### config.mk
export PLATFORM = sky130hd
export DESIGN_NAME = demux2_pipe
export DESIGN_NICKNAME = d
export VERILOG_FILES = /design/src/rtl/demux2_pipe.sv
export SDC_FILE = /design/constraint.sdc
export NUM_CORES = 1
export LEC_CHECK = 0
export BUFFER_PORTS_ARGS = -buffer_cell sky130_fd_sc_hd__buf_2
export CORE_ASPECT_RATIO = 1.2
export CORE_UTILIZATION = 50
export DETAILED_ROUTE_END_ITERATION = 16
export PLACE_DENSITY = 0.82
export SLEW_MARGIN = 10
export SYNTH_ARGS = -nofsm -noshare
export SYNTH_HDL_FRONTEND = slang
export SYNTH_SLANG_ARGS = --single-unit
### constraint.sdc
create_clock -name clk -period 7.9 [get_ports clk]
set_input_delay 1.58 -clock clk [delete_from_list [all_inputs] [get_ports clk]]
set_output_delay 1.58 -clock clk [all_outputs]
set_load 0.005 [all_outputs]
### src/rtl/demux2_pipe.sv
`default_nettype none
// ============================================================================
// Module      : demux2_pipe
// Description : Registered 1-to-2 stream demultiplexer. Input words tagged
//               with a select bit are buffered in a 2-entry in-order queue
//               and delivered to destination A (sel=0) or B (sel=1) over
//               independent valid/ready ports. Per-destination transfer
//               counters are provided for debug and performance monitoring.
// Revision    : 1.0 - initial release
// ----------------------------------------------------------------------------
// Parameters:
//   bitwidth : data width of the input and both outputs
//   cntwidth : width of each per-destination transfer counter
// Ports:
//   clk      in   1         rising-edge clock
//   rst      in   1         asynchronous active-high reset
//   in_valid in   1         input word present
//   in_ready out  1         queue can accept a word this cycle
//   in_sel   in   1         destination of input word (0 = A, 1 = B)
//   in_data  in   bitwidth  input word
//   a_valid  out  1         head word is for A
//   a_ready  in   1         A accepts
//   a_data   out  bitwidth  head word data
//   b_valid  out  1         head word is for B
//   b_ready  in   1         B accepts
//   b_data   out  bitwidth  head word data
//   level    out  2         queue occupancy, 0..2
//   a_count  out  cntwidth  words delivered to A (wrapping)
//   b_count  out  cntwidth  words delivered to B (wrapping)
// ============================================================================
module demux2_pipe #(
    parameter int bitwidth = 32,
    parameter int cntwidth = 8
) (
    input  logic                clk,
    input  logic                rst,
    input  logic                in_valid,
    output logic                in_ready,
    input  logic                in_sel,
    input  logic [bitwidth-1:0] in_data,
    output logic                a_valid,
    input  logic                a_ready,
    output logic [bitwidth-1:0] a_data,
    output logic                b_valid,
    input  logic                b_ready,
    output logic [bitwidth-1:0] b_data,
    output logic [1:0]          level,
    output logic [cntwidth-1:0] a_count,
    output logic [cntwidth-1:0] b_count
);

    localparam logic [1:0] c_FULL = 2'd2;

    // Queue storage and bookkeeping
    logic                r_sel  [0:1];
    logic [bitwidth-1:0] r_data [0:1];
    logic                r_wptr;
    logic                r_rptr;
    logic [1:0]          r_level;
    logic [cntwidth-1:0] r_a_cnt;
    logic [cntwidth-1:0] r_b_cnt;

    logic                w_not_empty;
    logic                w_head_sel;
    logic                w_a_valid;
    logic                w_b_valid;
    logic                w_in_ready;
    logic                w_push;
    logic                w_pop_a;
    logic                w_pop_b;
    logic                w_pop;

    // All handshake outputs derive from registered state only, so there is
    // no combinational path from any input to any output.
    assign w_not_empty = (r_level != 2'd0);
    assign w_head_sel  = r_sel[r_rptr];
    assign w_a_valid   = w_not_empty && !w_head_sel;
    assign w_b_valid   = w_not_empty &&  w_head_sel;
    assign w_in_ready  = (r_level != c_FULL);

    assign w_push  = in_valid && w_in_ready;
    // Only the destination that owns the head can pop; a ready on the other
    // side is ignored because its valid is low.
    assign w_pop_a = w_a_valid && a_ready;
    assign w_pop_b = w_b_valid && b_ready;
    assign w_pop   = w_pop_a || w_pop_b;

    always_ff @(posedge clk or posedge rst) begin
        if (rst) begin
            r_sel[0]  <= 1'b0;
            r_sel[1]  <= 1'b0;
            r_data[0] <= '0;
            r_data[1] <= '0;
            r_wptr    <= 1'b0;
            r_rptr    <= 1'b0;
            r_level   <= 2'd0;
            r_a_cnt   <= '0;
            r_b_cnt   <= '0;
        end else begin
            if (w_push) begin
                r_sel[r_wptr]  <= in_sel;
                r_data[r_wptr] <= in_data;
                r_wptr         <= ~r_wptr;
            end
            if (w_pop) begin
                r_rptr <= ~r_rptr;
            end
            // Simultaneous push and pop leaves occupancy unchanged
            case ({w_push, w_pop})
                2'b10:   r_level <= r_level + 2'd1;
                2'b01:   r_level <= r_level - 2'd1;
                default: r_level <= r_level;
            endcase
            if (w_pop_a) begin
                r_a_cnt <= r_a_cnt + 1'b1;
            end
            if (w_pop_b) begin
                r_b_cnt <= r_b_cnt + 1'b1;
            end
        end
    end

    assign in_ready = w_in_ready;
    assign a_valid  = w_a_valid;
    assign b_valid  = w_b_valid;
    // Both data ports always show the head entry, qualified by their valid
    assign a_data   = r_data[r_rptr];
    assign b_data   = r_data[r_rptr];
    assign level    = r_level;
    assign a_count  = r_a_cnt;
    assign b_count  = r_b_cnt;

endmodule
`default_nettype wire

Word level (Yosys, flattened, before mapping):

Index checks and enable logic that the tools add are counted.

* register bits: 86
* input bits: 38
* logic and storage cells: 46

* add/subtract/negate cells: 4
* $lt $le $gt $ge: 3
* eq/ne operators: 3
* mux-type cells: 13
* bitwise operators: 4
* reduce and logical (&&, ||, !) cells: 10

Operators with widths (count)
* two-way mux 32 bit: 4
* bitwise mux 64 bit: 1
* demux 32 bit (select 1 bit): 1
* adder 8 x 1 -> 8 bit (second input constant): 2
* logical AND 1 bit: 6
* greater-or-equal comparator 2 bit (second input constant): 2
* two-way mux 1 bit: 4
* NOT 1 -> 2 bit: 2
* case mux 2 bit (2 select lines): 1
* nonzero test 2 bit: 2
* adder 2 x 1 -> 2 bit (second input constant): 1
* bitwise mux 2 bit: 1
* equality test 2 x 1 -> 1 bit (second input constant): 1
* equality test 2 bit (second input constant): 1
* less-than comparator 2 x 1 -> 1 bit (second input constant): 1
* inequality test 2 bit (second input constant): 1
* NOT 1 bit: 2
* subtractor 2 x 1 -> 2 bit (second input constant): 1
* demux 1 bit (select 1 bit): 1
* zero test 1 bit: 1
* logical OR 1 bit: 1

Longest topological paths before layout:

* depth after elaboration: 10
* gate-level depth with buffers: 8
* depth with buffers taken out: 7

Worst setup path before layout:

OpenSTA, ideal clock, no wires.

* path kind: flip-flop to output port
* start: register r_rptr
* end: output port b_data[10]
* arrival: 1.163 ns
* slack: 5.157 ns
* stages on the path, launching flop included: 5
* buffers on the path: 3
* cells stage by stage: dfrtp_1 -> buf_6 -> buf_2 -> mux2_2 -> buf_4

* longest elaborated chain between the ends: 4

RTL lines
* start, declared: line 58 `logic r_rptr;`
* start signal, assigned: line 106 `r_rptr <= ~r_rptr;`
* NOT 1 -> 2 bit
* two-way mux 32 bit (3 in series)
* end, declared: line 46 `output logic [bitwidth-1:0] b_data,`

No other way between the ends. The select of a mux whose other input is x is not followed.

Final worst setup path:

* start: register r_rptr
* end: output port a_valid

* longest elaborated chain between the ends: 6

RTL lines
* NOT 1 -> 2 bit (implied by the code): line 76 `assign w_head_sel = r_sel[r_rptr];`
* two-way mux 1 bit (implied by the code) (3 in series): line 76
* zero test 1 bit: line 77 `assign w_a_valid = w_not_empty && !w_head_sel;`
* logical AND 1 bit: line 77
* end, declared: line 41 `output logic a_valid,`

No other way between the ends. The select of a mux whose other input is x is not followed.

==> out/qor_table.md <==
| Result | Reported |
|---|---|
| Maximum number of pins on one net before global-route repair | 87 |
| Row Count | 36 |
| Router iterations before antenna repair | 4 |
| Resized cells post-CTS | 0 |
| CTS tree | built |
| Starting utilization of the core area | 0.5239 |
| Buffer levels on the longest clock path | 2 |
| Standard cell with the maximum stage delay on the critical path | dfrtp_2 |
| Worst setup path category | reg2out |
| Register-to-register setup slack | 5.65 ns |
| HPWL reported at the end of detailed placement | 5022 um |
| Synthesized net count | 328 |
| TritonCTS Buffers | 9 |
| Final estimated routing congestion in global placement | 0.7079 |
| Total design power | 0.002281 W |
| Sequential fraction of the synthesis area | 0.4957 |
| Hold-fix buffer count after cts | 0 |
| Worst Hold Class | reg2reg |
| Part of the power in the clock network | 0.163 |
| Fraction of layout instances using a drive strength above 1 | 0.6492 |
| Final hold violation count | 0 |
| Required time at the worst-slack endpoint | 6.32 ns |
| Number of instances in the synthesized netlist | 287 |
| Power Density | 458.2 nW/um^2 |
| Final worst clock skew | 0.008463 ns |
| Post-Route Hold Slack | 0.4652 ns |
| Yosys warnings | 0 |
| Run status | complete, no violations |
| Chip width | 87.07 um |
| Most frequent cells in the layout | buf_2, dfrtp_1, mux2_4 |
| Remaining number of nets flagged by the antenna check after routing | 0 |
| RSZ-0062 raised after global routing | no |
| Share of the cycle needed by the critical path after routing | 0.4408 |
| Data arrival at the endpoint of the critical path | 1.90 ns |
| Area Overhead vs Synth | 14.67% |
| Grt total ovfl | 0 |
| Net count reported at finish | 419 |
| Cell type contributing the most total cell area after synthesis | dfrtp_1 |
| Total of max-cap violations | 0 |
| Final setup vio count | 0 |
| Global Route Usage Sum | 0.1772 |
| DRC violation count after routing | 0 |
| #FFs+latches synth | 86 |
| Net switching fraction of the power | 0.3196 |
| Maximum net fanout on the critical path | 35 |
| Y dimension of the die | 104.1 um |
| Total of fill cells in the finished design | 677 |
| Synthesized area per cell | 15.13 sq um |
| Placeable core region | 8288 sq um |
| CTS H-tree lvls | 3 |
| Peak VDD IR | 0.2108 mV |
| Critical path endpoint category | output pin |
| Clock root buffer master | clkbuf_8 |
| Number of violations reported at the end of detailed-routing iteration 0 | 58 |
| Internal Pwr Total | 0.001552 W |
| Number of diodes | 0 |
| Number of I/O pins | 123 |
| Relative contribution of sequential cells to total power | 0.369 |
| Family with the most delay on the worst path | flip-flops |
| Relative slew slack | 0.2933 |
| Top-area cell type share of the netlist area | 0.4957 |
| Setup repair bufs after CTS | 0 |
| Startpoint type of the worst setup path | flop |
| Share of total power in combinational logic | 0.468 |
| Input/output buffers | 122 |
| Cells taking the most area after synthesis | dfrtp_1, mux2_4, mux2_2 |
| Worst Path Buf+Inv | 1 |
| Largest stage delay, worst path | 0.94 ns |
| Achievable Freq | 287.2 MHz |
| Count of vias placed by the detailed router | 2506 |
| Total wirelength of the detailed-routed design | 7617 um |
| Cells along the critical path | mux2_4 > nor2_1 > buf_2 |
| Insertion delay of the later-clocked pin in the worst-skew pair | 0.34 ns |
| Number of antenna violations at the first check in global routing | 0 |
| Leakage power figure | 2.509 nW |
| Sink Count | 86 |
| Via count normalized by instance count | 5.052 |
| Slew @ Worst Pin | 1.060 ns |
| Most common library cell in the layout ignoring fill and taps | buf_2 |
| CTS clk-pin slew, worst paths | 0.08 ns |
| Global-route wire length before repair | 12400 um |
| Shortest clock period the worst path allows after layout | 3.482 ns |
| Avg WL per Cell | 15.36 um |
| Die Footprint | 9062 sq um |
| Number of different library cells in the post-synthesis netlist | 26 |
| Max-slew violation count | 0 |
| Sum of negative setup slack | 0 ns |
| Switching power of the nets | 0.0007290 W |
| Cell area after synthesis | 4342 sq um |
| Number of global-route vias before repair | 2554 |
==> Yosys cell counts (all sizes together) <==
| cell type | instances |
|---|---|
| nand3 | 3 |
| nor2 | 9 |
| mux2 | 101 |
| dfrtp | 86 |
| nand4b | 2 |
| ha | 3 |
| mux2i | 1 |
| nor3 | 2 |
| buf | 43 |
| nand2b | 1 |
| xnor2 | 11 |
| nand2 | 8 |
| o21a | 2 |
| and4 | 2 |
| xor2 | 8 |
| nand4 | 4 |
| inv | 1 |
==> registers in the layout (all words and copies together), names as in the netlist <==
signal,count
b_count,8
r_sel,2
a_count,8
level,2
r_wptr,1
r_data,64
r_rptr,1
==> area by class of cell <==
| cell class | count | area (sq um) | share of cell area |
|---|---|---|---|
| Sequential cell | 86 | 2153 | 0.4325 |
| Multi-Input combinational cell | 157 | 1814 | 0.3644 |
| Timing Repair Buffer | 123 | 618.1 | 0.1242 |
| Tap cell | 114 | 142.6 | 0.02865 |
| Clock buffer | 10 | 137.6 | 0.02765 |
| Clock inverter | 5 | 107.6 | 0.02161 |
| Inverter | 1 | 5.005 | 0.001005 |
==> per-layer routing <==
layer / wire [um] / vias up / GRT usage
li1: - / 1147 / -
met1: 3513 / 1265 / 0.2329
met2: 3658 / 85 / 0.2846
met3: 349 / 9 / 0.03413
met4: 96 / 0 / 0.07262
met5: 0 / - / 0
==> metrics by stage <==
stage          instances    util  instance area (sq um)  setup WS, ns
5_1_grt              496  0.6007                   4979         4.272
3_3_place_gp         481  0.5711                   4733         4.771
2_1_floorplan        287       -                   4342         4.098
6_report             496  0.6007                   4979         4.418
4_1_cts              496  0.6007                   4979         4.367
3_5_place_dp         481  0.5711                   4733         4.758
==> cell families after synthesis <==
logic type | after synthesis | share of synthesized area
muxes | 102 | 0.3199
DFF | 86 | 0.4957
buffers and inverters | 44 | 0.08645
and+or+nand+nor | 31 | 0.04755
xor gates and xnor gates | 19 | 0.03833
adders and majority gates | 3 | 0.008646
AOI/OAI and AO/OA | 2 | 0.003457
==> worst paths after layout <==
path / from / endpoint / depth (start not counted)
min in group asynchronous: rst / r_data[62] / 3
worst min-delay path: b_count[7] / b_count[7] / 1
max in group asynchronous: rst / r_rptr / 3
worst min register to register: b_count[7] / b_count[7] / 1
worst max-delay path: r_rptr / a_valid / 3
worst max register to register: r_rptr / level[1] / 6
==> power by group through the flow <==
stage	combinational, W	sequential [W]	clock, W
6_report	0.00107	0.000842	0.000372
4_1_cts	0.00109	0.000843	0.000380
3_5_place_dp	0.00108	0.000848	0
3_3_place_gp	0.00106	0.000833	0
5_1_grt	0.00116	0.000874	0.000397
2_1_floorplan	0.000961	0.000771	0
Power figures use the tool's default switching activity.
